==> src/rtl/traffic_phase_controller_n_pkg.sv <==
// Shared definitions for the N-approach traffic phase controller.
// Holds the one-hot lamp encodings and the controller state encoding.
// The legacy four-way controller and the bench monitors use the same values.
package traffic_phase_controller_n_pkg;

    // One-hot lamp encodings per approach: {red, yellow, green}
    localparam logic [2:0] LIGHT_RED    = 3'b100;
    localparam logic [2:0] LIGHT_YELLOW = 3'b010;
    localparam logic [2:0] LIGHT_GREEN  = 3'b001;

    typedef enum logic [2:0] {
        ST_ALL_RED    = 3'd0,
        ST_GREEN      = 3'd1,
        ST_YELLOW     = 3'd2,
        ST_PRE_CLR    = 3'd3,
        ST_PRE_ALLRED = 3'd4,
        ST_PRE_GREEN  = 3'd5,
        ST_PRE_EXIT   = 3'd6
    } tlc_state_e;

    // States in which the active approach shows GREEN
    function automatic logic is_green_state(input tlc_state_e s);
        return (s == ST_GREEN) || (s == ST_PRE_GREEN);
    endfunction

    // States in which the active approach shows YELLOW
    function automatic logic is_yellow_state(input tlc_state_e s);
        return (s == ST_YELLOW) || (s == ST_PRE_CLR) || (s == ST_PRE_EXIT);
    endfunction

endpackage

==> src/rtl/traffic_phase_controller_n_if.sv <==
// Sensor/lamp-side bundle of the traffic phase controller.
//   density        : per-approach density, approach i at [i*DENS_W +: DENS_W]
//   amb_req        : per-approach level ambulance request
//   lights         : per-approach lamp, approach i at [3i +: 3]
//   active_appr    : approach owning green/yellow
//   emergency_mode : preemption sequence in progress
//   phase_start    : pulse on first cycle of every green phase
// master = sensor/lamp-driver side, slave = controller side.
interface traffic_phase_controller_n_if
    import traffic_phase_controller_n_pkg::*;
#(
    parameter int N_APPR = 4,
    parameter int DENS_W = 4
);
    localparam int AW = $clog2(N_APPR);

    logic [N_APPR*DENS_W-1:0] density;
    logic [N_APPR-1:0]        amb_req;
    logic [3*N_APPR-1:0]      lights;
    logic [AW-1:0]            active_appr;
    logic                     emergency_mode;
    logic                     phase_start;

    modport master (
        output density, amb_req,
        input  lights, active_appr, emergency_mode, phase_start
    );

    modport slave (
        input  density, amb_req,
        output lights, active_appr, emergency_mode, phase_start
    );
endinterface

==> src/rtl/traffic_phase_controller_n_tlc_next_appr.sv <==
// Combinational round-robin approach selector.
//   start      : index the scan is relative to
//   demand     : per-approach "wants service" flags
//   skip_empty : 1 = honour demand, 0 = plain successor
//   inclusive  : 1 = scan begins at start, 0 = at start+1 (mod N_APPR)
//   next_idx   : first demanded index in scan order; falls back to the
//                scan's first index when nothing is demanded or skipping is off
module tlc_next_appr
    import traffic_phase_controller_n_pkg::*;
#(
    parameter int N_APPR = 4,
    parameter int AW     = 2
) (
    input  logic [AW-1:0]     start,
    input  logic [N_APPR-1:0] demand,
    input  logic              skip_empty,
    input  logic              inclusive,
    output logic [AW-1:0]     next_idx
);

    logic [AW-1:0] base;
    logic [AW-1:0] idx;
    logic [AW-1:0] hit;
    logic          found;

    always_comb begin
        if (inclusive) begin
            base = start;
        end else if (start >= AW'(N_APPR - 1)) begin
            base = '0;
        end else begin
            base = start + AW'(1);
        end

        hit   = base;
        found = 1'b0;
        idx   = base;
        for (int unsigned k = 0; k < N_APPR; k++) begin
            idx = AW'((32'(base) + k) % N_APPR);
            if (!found && demand[idx]) begin
                hit   = idx;
                found = 1'b1;
            end
        end

        next_idx = (skip_empty && found) ? hit : base;
    end

endmodule

==> src/rtl/traffic_phase_controller_n.sv <==
// N-approach adaptive traffic-signal controller with ambulance preemption
// and density-based phase skipping.
//   clk   : clock
//   rst_a : asynchronous active-high reset
//   bus   : slave side of traffic_phase_controller_n_if (density, amb_req in;
//           lights, active_appr, emergency_mode, phase_start out)
// Green time is computed from the selected approach's density when GREEN is
// entered and held for the whole phase. Every hand-over goes through all-red.
module traffic_phase_controller_n
    import traffic_phase_controller_n_pkg::*;
#(
    parameter int N_APPR       = 4,
    parameter int DENS_W       = 4,
    parameter int CNT_W        = 6,
    parameter int MIN_GREEN    = 4,
    parameter int MAX_GREEN    = 12,
    parameter int YELLOW_TIME  = 4,
    parameter int ALL_RED_TIME = 2,
    parameter int PREEMPT_CLR  = 3,
    parameter int SKIP_EMPTY   = 1
) (
    input logic clk,
    input logic rst_a,
    traffic_phase_controller_n_if.slave bus
);

    localparam int AW     = $clog2(N_APPR);
    localparam int DMAX   = (1 << DENS_W) - 1;
    localparam int PROD_W = DENS_W + CNT_W;

    tlc_state_e         state_q, state_d;
    logic [CNT_W-1:0]   timer_q, timer_d;
    logic [CNT_W-1:0]   green_len_q, green_len_d;
    logic [AW-1:0]      active_q, active_d;
    logic [AW-1:0]      amb_idx_q, amb_idx_d;
    logic               emerg_q, emerg_d;
    logic               exit_q, exit_d;
    logic               phase_start_q, phase_start_d;

    logic [N_APPR-1:0]   dens_nz;
    logic [AW-1:0]       norm_next;
    logic [AW-1:0]       amb_sel;
    logic                amb_any;
    logic [DENS_W-1:0]   sel_dens;
    logic [PROD_W-1:0]   green_prod;
    logic [CNT_W-1:0]    green_calc;
    logic [3*N_APPR-1:0] lights;

    always_comb begin
        dens_nz = '0;
        for (int unsigned i = 0; i < N_APPR; i++) begin
            dens_nz[i] = |bus.density[i*DENS_W +: DENS_W];
        end
    end

    assign amb_any = |bus.amb_req;

    // Normal successor of the current approach
    tlc_next_appr #(
        .N_APPR (N_APPR),
        .AW     (AW)
    ) u_norm_sel (
        .start      (active_q),
        .demand     (dens_nz),
        .skip_empty (SKIP_EMPTY != 0),
        .inclusive  (1'b0),
        .next_idx   (norm_next)
    );

    // Same selector as a lowest-index priority encoder over the requests
    tlc_next_appr #(
        .N_APPR (N_APPR),
        .AW     (AW)
    ) u_amb_sel (
        .start      (AW'(0)),
        .demand     (bus.amb_req),
        .skip_empty (1'b1),
        .inclusive  (1'b1),
        .next_idx   (amb_sel)
    );

    // Green length for the approach about to be entered
    always_comb begin
        sel_dens   = bus.density[int'(norm_next)*DENS_W +: DENS_W];
        green_prod = PROD_W'(MAX_GREEN - MIN_GREEN) * PROD_W'(sel_dens);
        green_calc = CNT_W'(MIN_GREEN) + CNT_W'(green_prod / PROD_W'(DMAX));
    end

    // State register
    always_ff @(posedge clk or posedge rst_a) begin
        if (rst_a) begin
            state_q       <= ST_ALL_RED;
            timer_q       <= '0;
            green_len_q   <= '0;
            active_q      <= AW'(N_APPR - 1);
            amb_idx_q     <= '0;
            emerg_q       <= 1'b0;
            exit_q        <= 1'b0;
            phase_start_q <= 1'b0;
        end else begin
            state_q       <= state_d;
            timer_q       <= timer_d;
            green_len_q   <= green_len_d;
            active_q      <= active_d;
            amb_idx_q     <= amb_idx_d;
            emerg_q       <= emerg_d;
            exit_q        <= exit_d;
            phase_start_q <= phase_start_d;
        end
    end

    // Next-state logic
    always_comb begin
        state_d     = state_q;
        timer_d     = timer_q + CNT_W'(1);
        green_len_d = green_len_q;
        active_d    = active_q;
        amb_idx_d   = amb_idx_q;
        emerg_d     = emerg_q;
        exit_d      = exit_q;

        if (!emerg_q && amb_any &&
            (state_q == ST_ALL_RED || state_q == ST_GREEN || state_q == ST_YELLOW)) begin
            amb_idx_d = amb_sel;
            emerg_d   = 1'b1;
            exit_d    = 1'b0;
            timer_d   = '0;
            if (state_q == ST_GREEN && active_q == amb_sel) begin
                state_d = ST_PRE_GREEN;
            end else if (state_q != ST_ALL_RED) begin
                state_d = ST_PRE_CLR;
            end else begin
                state_d = ST_PRE_ALLRED;
            end
        end else begin
            unique case (state_q)
                ST_ALL_RED: begin
                    if (timer_q == CNT_W'(ALL_RED_TIME - 1)) begin
                        state_d     = ST_GREEN;
                        timer_d     = '0;
                        active_d    = norm_next;
                        green_len_d = green_calc;
                    end
                end
                ST_GREEN: begin
                    if (timer_q == green_len_q - CNT_W'(1)) begin
                        state_d = ST_YELLOW;
                        timer_d = '0;
                    end
                end
                ST_YELLOW: begin
                    if (timer_q == CNT_W'(YELLOW_TIME - 1)) begin
                        state_d = ST_ALL_RED;
                        timer_d = '0;
                    end
                end
                ST_PRE_CLR: begin
                    if (timer_q == CNT_W'(PREEMPT_CLR - 1)) begin
                        state_d = ST_PRE_ALLRED;
                        timer_d = '0;
                    end
                end
                ST_PRE_ALLRED: begin
                    // exit_q separates the entry clearance from the exit one
                    if (timer_q == CNT_W'(ALL_RED_TIME - 1)) begin
                        timer_d = '0;
                        exit_d  = 1'b0;
                        if (!exit_q) begin
                            state_d  = ST_PRE_GREEN;
                            active_d = amb_idx_q;
                        end else if (amb_any) begin
                            state_d   = ST_PRE_GREEN;
                            amb_idx_d = amb_sel;
                            active_d  = amb_sel;
                        end else begin
                            state_d     = ST_GREEN;
                            emerg_d     = 1'b0;
                            active_d    = norm_next;
                            green_len_d = green_calc;
                        end
                    end
                end
                ST_PRE_GREEN: begin
                    timer_d = timer_q;
                    if (!bus.amb_req[amb_idx_q]) begin
                        state_d = ST_PRE_EXIT;
                        timer_d = '0;
                    end
                end
                ST_PRE_EXIT: begin
                    if (timer_q == CNT_W'(YELLOW_TIME - 1)) begin
                        state_d = ST_PRE_ALLRED;
                        timer_d = '0;
                        exit_d  = 1'b1;
                    end
                end
                default: begin
                    state_d = ST_ALL_RED;
                    timer_d = '0;
                end
            endcase
        end

        phase_start_d = (state_d != state_q) &&
                        (state_d == ST_GREEN || state_d == ST_PRE_GREEN);
    end

    // Output decode
    always_comb begin
        lights = '0;
        for (int unsigned i = 0; i < N_APPR; i++) begin
            lights[3*i +: 3] = LIGHT_RED;
            if (AW'(i) == active_q) begin
                if (is_green_state(state_q)) begin
                    lights[3*i +: 3] = LIGHT_GREEN;
                end else if (is_yellow_state(state_q)) begin
                    lights[3*i +: 3] = LIGHT_YELLOW;
                end
            end
        end
    end

    assign bus.lights         = lights;
    assign bus.active_appr    = active_q;
    assign bus.emergency_mode = emerg_q;
    assign bus.phase_start    = phase_start_q;

endmodule

==> src/flat_wrapper.sv <==
// flat-port wrapper written by rule: the top's interface ports become plain ports
module traffic_phase_controller_n_flat import traffic_phase_controller_n_pkg::*;
#(
    parameter int N_APPR       = 4,
    parameter int DENS_W       = 4,
    parameter int CNT_W        = 6,
    parameter int MIN_GREEN    = 4,
    parameter int MAX_GREEN    = 12,
    parameter int YELLOW_TIME  = 4,
    parameter int ALL_RED_TIME = 2,
    parameter int PREEMPT_CLR  = 3,
    parameter int SKIP_EMPTY   = 1
)
  (clk, rst_a, bus_density, bus_amb_req, bus_lights, bus_active_appr, bus_emergency_mode, bus_phase_start);
  traffic_phase_controller_n_if #(.N_APPR(N_APPR), .DENS_W(DENS_W)) bus_i ();
  input logic clk;
  input logic rst_a;
  input wire logic [$bits(bus_i.density)-1:0] bus_density;
  input wire logic [$bits(bus_i.amb_req)-1:0] bus_amb_req;
  output wire logic [$bits(bus_i.lights)-1:0] bus_lights;
  output wire logic [$bits(bus_i.active_appr)-1:0] bus_active_appr;
  output wire logic [$bits(bus_i.emergency_mode)-1:0] bus_emergency_mode;
  output wire logic [$bits(bus_i.phase_start)-1:0] bus_phase_start;
  assign bus_i.density = bus_density;
  assign bus_i.amb_req = bus_amb_req;
  assign bus_lights = bus_i.lights;
  assign bus_active_appr = bus_i.active_appr;
  assign bus_emergency_mode = bus_i.emergency_mode;
  assign bus_phase_start = bus_i.phase_start;
  traffic_phase_controller_n #(.N_APPR(N_APPR), .DENS_W(DENS_W), .CNT_W(CNT_W), .MIN_GREEN(MIN_GREEN), .MAX_GREEN(MAX_GREEN), .YELLOW_TIME(YELLOW_TIME), .ALL_RED_TIME(ALL_RED_TIME), .PREEMPT_CLR(PREEMPT_CLR), .SKIP_EMPTY(SKIP_EMPTY)) u_core (.clk(clk), .rst_a(rst_a), .bus(bus_i));
endmodule
==> config.mk <==
export PLATFORM = sky130hd
export DESIGN_NAME = traffic_phase_controller_n_flat
export DESIGN_NICKNAME = d
export VERILOG_FILES = /design/src/rtl/traffic_phase_controller_n_pkg.sv /design/src/rtl/traffic_phase_controller_n_if.sv /design/src/rtl/traffic_phase_controller_n_tlc_next_appr.sv /design/src/rtl/traffic_phase_controller_n.sv /design/src/flat_wrapper.sv
export SDC_FILE = /design/constraint.sdc
export NUM_CORES = 1
export LEC_CHECK = 0
export CORE_MARGIN = 2
export CORE_UTILIZATION = 40
export CTS_CLUSTER_DIAMETER = 30
export DETAILED_ROUTE_END_ITERATION = 12
export GPL_TIMING_DRIVEN = 1
export PLACE_DENSITY = 0.67
export RECOVER_POWER = 50
export SKIP_LAST_GASP = 1
export SYNTH_ARGS = -nofsm -noshare
export SYNTH_HDL_FRONTEND = slang
export SYNTH_HIERARCHICAL = 1
export SYNTH_SLANG_ARGS = --single-unit
==> constraint.sdc <==
create_clock -name clk -period 6.99 [get_ports clk]
set_clock_uncertainty 0.05 [all_clocks]
set_input_delay 1.398 -clock clk [delete_from_list [all_inputs] [get_ports clk]]
set_output_delay 1.398 -clock clk [all_outputs]
set_load 0.05 [all_outputs]
==> results of run 1 <==
report_power, final:
part           internal, mW  switching, mW
Sequential            0.171         0.0975
Clock                0.0399         0.0461
Combinational         0.347          0.441
Total                 0.559          0.584
sequential cells by signal, indices dropped and copies added (netlist names):
name                       count
u_core/bus.phase_start         1
u_core/exit_q                  1
u_core/timer_q                 6
u_core/green_len_q             5
u_core/bus.emergency_mode      1
u_core/amb_idx_q               2
u_core/bus.active_appr         2
u_core/state_q                 3
through the flow:
stage / cells / worst slack [ns]
6_report: 418 / 0.781
5_1_grt: 418 / 0.356
4_1_cts: 418 / 0.770
3_5_place_dp: 414 / 0.496
3_3_place_gp: 414 / 0.599
2_1_floorplan: 317 / 1.40
layer usage:
layer	share of wire (%)	GRT usage (%)
met1	46	21.5
met2	49	30.9
met3	3.9	2.97
met4	1.0	4.84
met5	0	0
area by class of cell:
class	count	area [um2]	area share, %
multi-input combinational	265	1910	63.4
sequential	21	528	17.6
timing repair buffer	38	378	12.6
tap	75	93.8	3.12
inverter	15	56.3	1.87
clock buffer	3	41.3	1.37
clock inverter	1	5.00	0.166
cell families after synthesis:
family | Yosys count
simple gates | 130
compound gates | 63
buf+inv | 31
mux | 25
flops | 21
xor+xnor | 19
fa+ha+maj | 9
other cells | 2
cell usage after synthesis (3+ instances only):
cell,count
dfrtp_1,19
nor3_1,12
nor4_1,5
mux4_2,6
nand3_1,5
xnor2_1,10
o21ai_0,7
a211oi_1,3
mux2i_1,9
nand2b_1,6
clkbuf_1,6
buf_2,4
o21ai_1,5
or4_1,5
o22ai_1,6
nor2_1,29
xor2_1,7
nand2_1,25
nand3b_1,4
nand4_1,4
mux2_2,7
ha_1,9
a21oi_1,15
and2_1,3
and3_1,4
nor2b_1,5
inv_1,15
nand3_2,3
path summary, 6_finish.rpt:
path / from / to / slack [ns] / cells after the start
setup / recovery: bus_density[14] / u_core/green_len_q[3]$_DFFE_PP0P_ / 0.78 / 17
hold / removal: u_core/green_len_q[1]$_DFFE_PP0P_ / u_core/green_len_q[1]$_DFFE_PP0P_ / 0.52 / 2
setup reg to reg: u_core/bus.active_appr[0]$_DFFE_PP1P_ / u_core/green_len_q[3]$_DFFE_PP0P_ / 2.23 / 14
hold reg to reg: u_core/green_len_q[1]$_DFFE_PP0P_ / u_core/green_len_q[1]$_DFFE_PP0P_ / 0.52 / 2
max in group asynchronous: rst_a / u_core/state_q[0]$_DFF_PP0_ / 4.67 / 2
min in group asynchronous: rst_a / u_core/green_len_q[3]$_DFFE_PP0P_ / 1.69 / 2
cells in the final DEF (no fill, tap or decap), types with 3 or more instances in the layout:
master and instances:
ha_1 9, xnor2_1 10, nor2_1 29, and3_1 4, mux4_2 6, a211oi_1 3
clkdlybuf4s50_1 33, mux2i_1 9, mux2_2 7, conb_1 19, nand2b_1 6, and2_1 3
o21ai_1 5, or4_1 5, nor4_1 6, a21oi_1 15, nand3b_1 4, clkbuf_8 3
dlygate4sd3_1 4, o21ai_0 7, nand3_1 5, xor2_1 7, inv_1 15, nand3_2 3
nor2b_1 5, nor3_1 12, nand4_1 4, nand2_1 25, o22ai_1 6, dfrtp_1 19
worst reg2reg max path, cell delays in order (launching register included):
cell and delay (ns):
dfstp_2 0.73, xor2_1 0.32, o311ai_0 0.22, o32ai_1 0.98, mux4_2 0.64, and2_1 0.19, and3_1 0.19, inv_1 0.06
ha_1 0.20, inv_1 0.07, nand4_1 0.08, xor2_1 0.23, nand3b_1 0.14, ha_1 0.31, mux2_4 0.25
==> flow_summary.toml, run 1 <==
[floorplanning]
die_y_um = 83.6
core_mm2 = 0.00603
rows = 28
io_pins = 38
die_w_um = 83.6
start_util_pct = 42.0
die_area_mm2 = 0.00698

[synth]
synth_compound_area_share_pct = 18.2
yosys.cell_types.count = 75
synth_area_per_cell_um2 = 8.44
synth_flop_cell = "dfrtp_1"
synthAdderAreaFrac_pct = 4.45
synth_top_area_share_pct = 18.8
synthCells = 300
synth_edf_count = 0
async_flop_share_pct = 100
yosys.area_share.simple_pct = 29.5
synth-xor-area-share_pct = 7.17
ys_ff_latch = 21
yosysTopAreaCell = "dfrtp_1"
synthMuxAreaShare_pct = 13.7
syn-cell-area_mm2 = 0.00253
yosysWarnings = 6
synth_top_family_by_area = "simple AND/OR/NAND/NOR gates"
yosysSeqAreaShare_pct = 20.9
synthTopCellsByArea = "dfrtp_1, mux4_2, ha_1"

[timing]
slew_headroom_pct = 25.6
max_freq_mhz = 161
period_share_pct = 88.8
fin_hold_ws_ns = 0.521
min_period_ns = 6.21
finalHoldViolCount = 0
rsz0062_at_grt = "no"
final.setup.tns_ns = 0
setup_viol = 0
finalMaxSlewViolations = 0
max_slew.worst_pin.slew_ns = 1.11

[cts]
cts_tree = "done"
cts_max_path_buffers = 2
cts_setup_buffers = 0
clk_pin_slew_ns = 0.09
clock_sinks = 21
holdBufCountCts = 0
cts_buffers = 3
htree_levels = 1
cts_root_buffer = "clkbuf_8"
clk_latency_ns = 0.27
ctsResizeCount = 0

[final_layout]
area_growth_pct = 18.8
antennaDiodeCount = 0
layout-drive-gt1-share_pct = 13.1
final_nets = 375
final_util_pct = 49.9
nFillCells = 618
stdcell_area_mm2 = 0.00301

[power_and_ir_drop]
p_total_mw = 1.14
p_leak_nw = 1.17
p_per_area_mw_per_mm2 = 380
peakVddDrop_mv = 0.259

[worst_setup_path]
worst-setup-path-type = "input port to flip-flop"
crit_required_ns = 7.10
endpoint_kind = "flip-flop"
path_delay_family = "simple AND/OR/NAND/NOR gates"
worstPathCellList = "clkdlybuf4s50_1, or4_1, nor2_1, mux4_2, a21oi_1, o32ai_1, mux4_2, and2_1, and3_1, inv_1, ha_1, inv_1, nand4_1, xor2_1, nand3b_1, ha_1, mux2_4"
slowest_delay_ns = 0.95
path_max_fanout = 10
cp_slowest_cell = "o32ai_1"
path_buf_inv = 3
start_kind = "input port"
crit_arrival_ns = 6.32

[job]
cap_viol_max_count = 0

[global_routing]
grt_pass1_vias = 2364
grt_overflow = 0
grt_pass1_wl_mm = 10.4
grt_max_degree = 22
gr-usage-all-layers_pct = 17.3
antenna_found_initial = 0

[routing]
detail-route-antenna-nets = 0
wl_per_cell_um = 13.8
vias = 2341
wirelength_mm = 5.76
drt_iter0_markers = 158
drc = 0
dr.pass1.iters = 4
viasPerCell = 5.60

[placement]
portBuffers = 37
dp_hpwl_mm = 4.49
placed_area_mm2 = 0.00298
gp_congestion = 0.882

[outcome]
outcome = "completed"

[min_path]
hold_class = "flip-flop to flip-flop"
(Power assumes the default switching activity.)
==> run 2: changes to the inputs <==
--- a/config.mk
+++ b/config.mk
@@ -5,7 +5,6 @@
 export SDC_FILE = /design/constraint.sdc
 export NUM_CORES = 1
 export LEC_CHECK = 0
-export CORE_MARGIN = 2
 export CORE_UTILIZATION = 40
 export CTS_CLUSTER_DIAMETER = 30
 export DETAILED_ROUTE_END_ITERATION = 12
==> run 2 against run 1 <==
  * Sequential power barely moved
  * Flip-flop and latch count did not move
  * Maximum frequency rose by 0.11%
  * Register-to-register slack improved by 0.02 ns
  * Critical path depth did not move
  * First-iteration DRC count rose by 9.5%
  * Die area fell by 4.7%
  * Clock-buffer cell count did not move
  * Via count rose by 1.4%
  * Cell count did not move
==> flow_summary.toml, run 2 (same netlist as run 1, synthesis figures left out) <==
[outcome]
outcome = "completed"

[cts]
cts_setup_buffers = 0
clock_sinks = 21
cts_root_buffer = "clkbuf_8"
cts_tree = "done"
cts_buffers = 3
clk_latency_ns = 0.26
clk_pin_slew_ns = 0.08
htree_levels = 1
cts_max_path_buffers = 2
ctsResizeCount = 0
holdBufCountCts = 0

[timing]
finalMaxSlewViolations = 0
min_period_ns = 6.20
finalHoldViolCount = 0
max_freq_mhz = 161
max_slew.worst_pin.slew_ns = 1.07
slew_headroom_pct = 28.4
rsz0062_at_grt = "no"
setup_viol = 0
period_share_pct = 88.7
final.setup.tns_ns = 0

[routing]
drt_iter0_markers = 173
dr.pass1.iters = 4
wirelength_mm = 5.54
viasPerCell = 5.68
drc = 0
detail-route-antenna-nets = 0
vias = 2373
wl_per_cell_um = 13.2

[placement]
gp_congestion = 0.847
dp_hpwl_mm = 4.30
portBuffers = 37

[global_routing]
grt_pass1_vias = 2284
grt_overflow = 0
gr-usage-all-layers_pct = 18.4
antenna_found_initial = 0
grt_pass1_wl_mm = 9.88
grt_max_degree = 22

[final_layout]
area_growth_pct = 18.8
final_common_cell = "clkdlybuf4s50_1"
mostFrequentLayoutCells = "clkdlybuf4s50_1, nor2_1, nand2_1"
final_nets = 375
layout-drive-gt1-share_pct = 13.1
multi_input_area_mm2 = 0.00191
seqCellArea_um2 = 528
top_register = "u_core/timer_q"
nFillCells = 577
antennaDiodeCount = 0
largest_registers = "u_core/timer_q: 6 flops, u_core/green_len_q: 5 flops, u_core/state_q: 3 flops"
largest_reg_flops = 6

[floorplanning]
core_mm2 = 0.00603
die_y_um = 81.6
die_w_um = 81.6
die_area_mm2 = 0.00665
start_util_pct = 42.0
io_pins = 38
rows = 28

[worst_setup_path]
path_max_fanout = 11
r2r_setup_slack_ns = 2.25
worst_r2r_endpoint = "u_core/green_len_q[3]$_DFFE_PP0P_"
crit_arrival_ns = 6.31
start_kind = "input port"
timing.rr.start = "u_core/bus.active_appr[0]$_DFFE_PP1P_"
reg2reg_depth = 14
endpoint_kind = "flip-flop"
worst-setup-path-type = "input port to flip-flop"
crit_required_ns = 7.09

[min_path]
hold_depth = 1
hold_class = "flip-flop to flip-flop"
min_from = "u_core/amb_idx_q[0]$_DFFE_PP0P_"
holdPathEnd = "u_core/amb_idx_q[0]$_DFFE_PP0P_"

[power_and_ir_drop]
p_per_area_mw_per_mm2 = 376
peakVddDrop_mv = 0.264
p_total_mw = 1.13
p_leak_nw = 1.17

[job]
cap_viol_max_count = 0
==> run 2: cell count changes in the layout (fill, tap and decap cells not counted) <==
cell	change
clkdlybuf4s50_1	-1
dlygate4sd3_1	+1
==> run 2: critical path, stage by stage <==
cell	delay, ns
clkdlybuf4s50_1	0.42
or4_1	0.71
a22oi_1	0.24
a2bb2oi_1	0.17
a21oi_1	0.09
o32ai_1	0.92
mux4_2	0.63
and2_1	0.18
and3_1	0.19
inv_1	0.06
ha_1	0.19
inv_1	0.07
nand4_1	0.08
xor2_1	0.23
nand3b_1	0.14
ha_1	0.31
mux2_4	0.25
==> run 2: area by class of cell <==
type	count	share of cell area, %
Inverter	15	1.87
Multi-Input combinational cell	265	63.4
Sequential cell	21	17.6
Clock buffer	3	1.37
Timing Repair Buffer	38	12.6
Clock inverter	1	0.166
Tap cell	75	3.12
==> run 2: metal layers <==
metal / wire, um / share of wire [%] / global-route usage, % / vias up
met4: 31 / 0.56 / 3.93 / 0
met1: 2610 / 47 / 24.2 / 1151
met3: 192 / 3.5 / 2.44 / 4
li1: - / - / - / 1172
met2: 2700 / 49 / 31.8 / 46
met5: 0 / 0 / 0 / -
==> run 2: worst max path at each step <==
stage                    startpoint                           endpoint  slack, ns  cells after the start
finish              bus_density[10]  u_core/green_len_q[3]$_DFFE_PP0P_       0.79                     17
global route        bus_density[10]  u_core/green_len_q[3]$_DFFE_PP0P_       0.34                     17
CTS                 bus_density[10]  u_core/green_len_q[3]$_DFFE_PP0P_       0.74                     17
detailed placement  bus_density[10]  u_core/green_len_q[3]$_DFFE_PP0P_       0.46                     17
global placement    bus_density[10]  u_core/green_len_q[3]$_DFFE_PP0P_       0.60                     17
floorplan            bus_density[1]  u_core/green_len_q[3]$_DFFE_PP0P_       1.40                     18
==> run 2: power by group <==
group          switching, mW  internal (mW)  leakage, nW
registers             0.0971          0.171        0.257
logic                  0.435          0.347        0.890
clock network         0.0421         0.0398       0.0255
total                  0.574          0.558         1.17
==> run 2: stage by stage <==
stage	utilization (%)	hold slack, ns	std cells	area, um2	worst slack, ns
5_1_grt	49.9	0.538	418	3010	0.339
2_1_floorplan	-	0.463	317	2590	1.40
4_1_cts	50.2	0.531	418	3020	0.739
6_report	49.9	0.525	418	3010	0.787
3_5_place_dp	49.4	0.512	414	2980	0.463
3_3_place_gp	49.4	0.509	414	2980	0.599
==> run 3: changes to the inputs <==
--- a/config.mk
+++ b/config.mk
@@ -5,14 +5,14 @@
 export SDC_FILE = /design/constraint.sdc
 export NUM_CORES = 1
 export LEC_CHECK = 0
+export ABC_AREA = 1
 export CORE_UTILIZATION = 40
 export CTS_CLUSTER_DIAMETER = 30
 export DETAILED_ROUTE_END_ITERATION = 12
 export GPL_TIMING_DRIVEN = 1
-export PLACE_DENSITY = 0.67
+export PLACE_DENSITY = 0.68
 export RECOVER_POWER = 50
 export SKIP_LAST_GASP = 1
 export SYNTH_ARGS = -nofsm -noshare
 export SYNTH_HDL_FRONTEND = slang
-export SYNTH_HIERARCHICAL = 1
 export SYNTH_SLANG_ARGS = --single-unit
==> run 3 against run 2 <==
  * First-iteration DRC count fell by 4.0%
  * Design area shrank 9.4%
  * Sequential share of layout area up 1.8 points
  * Maximum frequency grew 40%
  * Non-clock buffer count down 1
  * Synthesized area decreased by 11%
  * Die area is 11% lower
  * Via count is 2.4% lower
  * Wire length is essentially flat
  * Flip-flop and latch count unchanged
==> flow_summary.toml, run 3 <==
[synth]
yosysTopAreaCell = "dfrtp_1"
synth_commonest_cells = "nand2_1, inv_1, nor2_1"
synth_most_common_cell = "nand2_1"
synth_flop_cell = "dfrtp_1"
synth_nets = 393
synth_top_area_share_pct = 21.2
synthTopCellsByArea = "dfrtp_1, nand2_1, inv_1"
syn-cell-area_mm2 = 0.00224
synthCells = 359
synth_area_per_cell_um2 = 6.25
async_flop_share_pct = 100
yosys.cell_types.count = 37
synth_edf_count = 0
ys_ff_latch = 21
yosysWarnings = 0
yosysSeqAreaShare_pct = 23.5

[cts]
cts_tree = "done"
cts_buffers = 3
clock_sinks = 21
ctsResizeCount = 0
clk_pin_slew_ns = 0.08
holdBufCountCts = 0
cts_root_buffer = "clkbuf_8"
clk_latency_ns = 0.26
cts_max_path_buffers = 2
htree_levels = 1
cts_setup_buffers = 0

[final_layout]
antennaDiodeCount = 0
final_common_cell = "nand2_1"
largest_registers = "u_core.timer_q: 6 flops, u_core.green_len_q: 5 flops, u_core.state_q: 3 flops"
final_util_pct = 52.0
largest_reg_flops = 6
top_register = "u_core.timer_q"
mostFrequentLayoutCells = "nand2_1, inv_1, nor2_1"
layout-drive-gt1-share_pct = 7.56
area_growth_pct = 21.5
final_nets = 432

[timing]
slew_headroom_pct = 44.4
period_share_pct = 63.3
setup_viol = 0
finalHoldViolCount = 0
min_period_ns = 4.43
rsz0062_at_grt = "no"
max_freq_mhz = 226
final.setup.tns_ns = 0
finalMaxSlewViolations = 0
max_slew.worst_pin.slew_ns = 0.832

[routing]
wirelength_mm = 5.54
viasPerCell = 4.96
vias = 2317
wl_per_cell_um = 11.9
dr.pass1.iters = 4
drt_iter0_markers = 166
drc = 0
detail-route-antenna-nets = 0

[global_routing]
gr-usage-all-layers_pct = 18.9
grt_pass1_wl_mm = 9.18
antenna_found_initial = 0
grt_max_degree = 22
grt_pass1_vias = 2117
grt_overflow = 0

[floorplanning]
core_mm2 = 0.00524
start_util_pct = 42.8
rows = 26
die_area_mm2 = 0.00591
die_w_um = 76.9
io_pins = 38
die_y_um = 76.9

[placement]
portBuffers = 37
dp_hpwl_mm = 4.37
gp_congestion = 0.910

[worst_setup_path]
worst-setup-path-type = "input port to flip-flop"
crit_arrival_ns = 4.51
start_kind = "input port"
crit_required_ns = 7.07
path_max_fanout = 11
endpoint_kind = "flip-flop"

[min_path]
hold_class = "flip-flop to flip-flop"

[job]
cap_viol_max_count = 0

[outcome]
outcome = "completed"
==> run 3: metal layers <==
metal,GRT usage (%),share of wire (%),vias to the layer above,wire length (um)
li1,-,-,1226,-
met1,24.1,48,1035,2660
met2,33.1,48,47,2660
met3,1.55,2.4,9,135
met4,6.35,1.4,0,80
met5,0,0,-,0
==> run 3: final cells by class <==
type | count | area (um2)
Tap cell | 70 | 87.6
Fill cell | 547 | 2510
Clock buffer | 3 | 41.3
Timing Repair Buffer | 37 | 370
Clock inverter | 1 | 5.00
Sequential cell | 21 | 528
Multi-Input combinational cell | 277 | 1480
Inverter | 58 | 218
==> run 3: metrics by stage <==
step	hold WS, ns	instances	worst slack, ns	instance area [um2]
2_1_floorplan	0.425	359	3.05	2240
3_3_place_gp	0.455	463	2.39	2680
3_5_place_dp	0.459	463	2.28	2680
4_1_cts	0.480	467	2.55	2730
5_1_grt	0.516	467	2.17	2730
6_report	0.481	467	2.56	2730
==> run 3: cell families (layout without fill, tap and decap cells) <==
family | after synthesis | after routing | share of synthesized area [%]
AND/OR/NAND/NOR | 209 | 209 | 42.9
buffers and inverters | 61 | 99 | 10.7
AO/OA/AOI/OAI | 47 | 47 | 12.7
flip-flops | 21 | 21 | 23.5
adder cells (fa/ha/maj) | 12 | 12 | 6.69
XOR/XNOR | 9 | 9 | 3.51
==> run 3: critical path, cell delays in order <==
cell             delay (ns)
clkdlybuf4s50_1        0.43
nor2_1                 0.21
nand3_1                0.12
nand3_1                0.15
nand2_4                0.08
nor2_8                 0.15
nand4_2                0.18
nand2_2                0.24
nand2_1                0.10
nand3_1                0.09
nand2_1                0.06
inv_1                  0.05
ha_1                   0.16
nand2_1                0.08
ha_1                   0.21
a21oi_2                0.12
nand3_1                0.08
nand2_1                0.08
nand2_1                0.07
ha_1                   0.30
nand2_1                0.07
o21ai_0                0.08
==> run 3: worst paths after layout <==
kind,startpoint,endpoint,slack [ns],cells after the start
max,bus_density[4],u_core.green_len_q[3]$_DFFE_PP0P_,2.56,22
min,u_core.bus.emergency_mode$_DFFE_PP0P_,u_core.bus.emergency_mode$_DFFE_PP0P_,0.48,2
max reg2reg,u_core.bus.active_appr[0]$_DFFE_PP1P_,u_core.green_len_q[3]$_DFFE_PP0P_,2.91,24
min reg2reg,u_core.bus.emergency_mode$_DFFE_PP0P_,u_core.bus.emergency_mode$_DFFE_PP0P_,0.48,2
max in group asynchronous,rst_a,u_core.state_q[1]$_DFF_PP0_,4.68,2
min in group asynchronous,rst_a,u_core.green_len_q[2]$_DFFE_PP0P_,1.70,2
Power of run 3 is left out: the tool's default activity adds up to more than one toggle a clock period on the data nets, which glitch-free logic cannot reach.
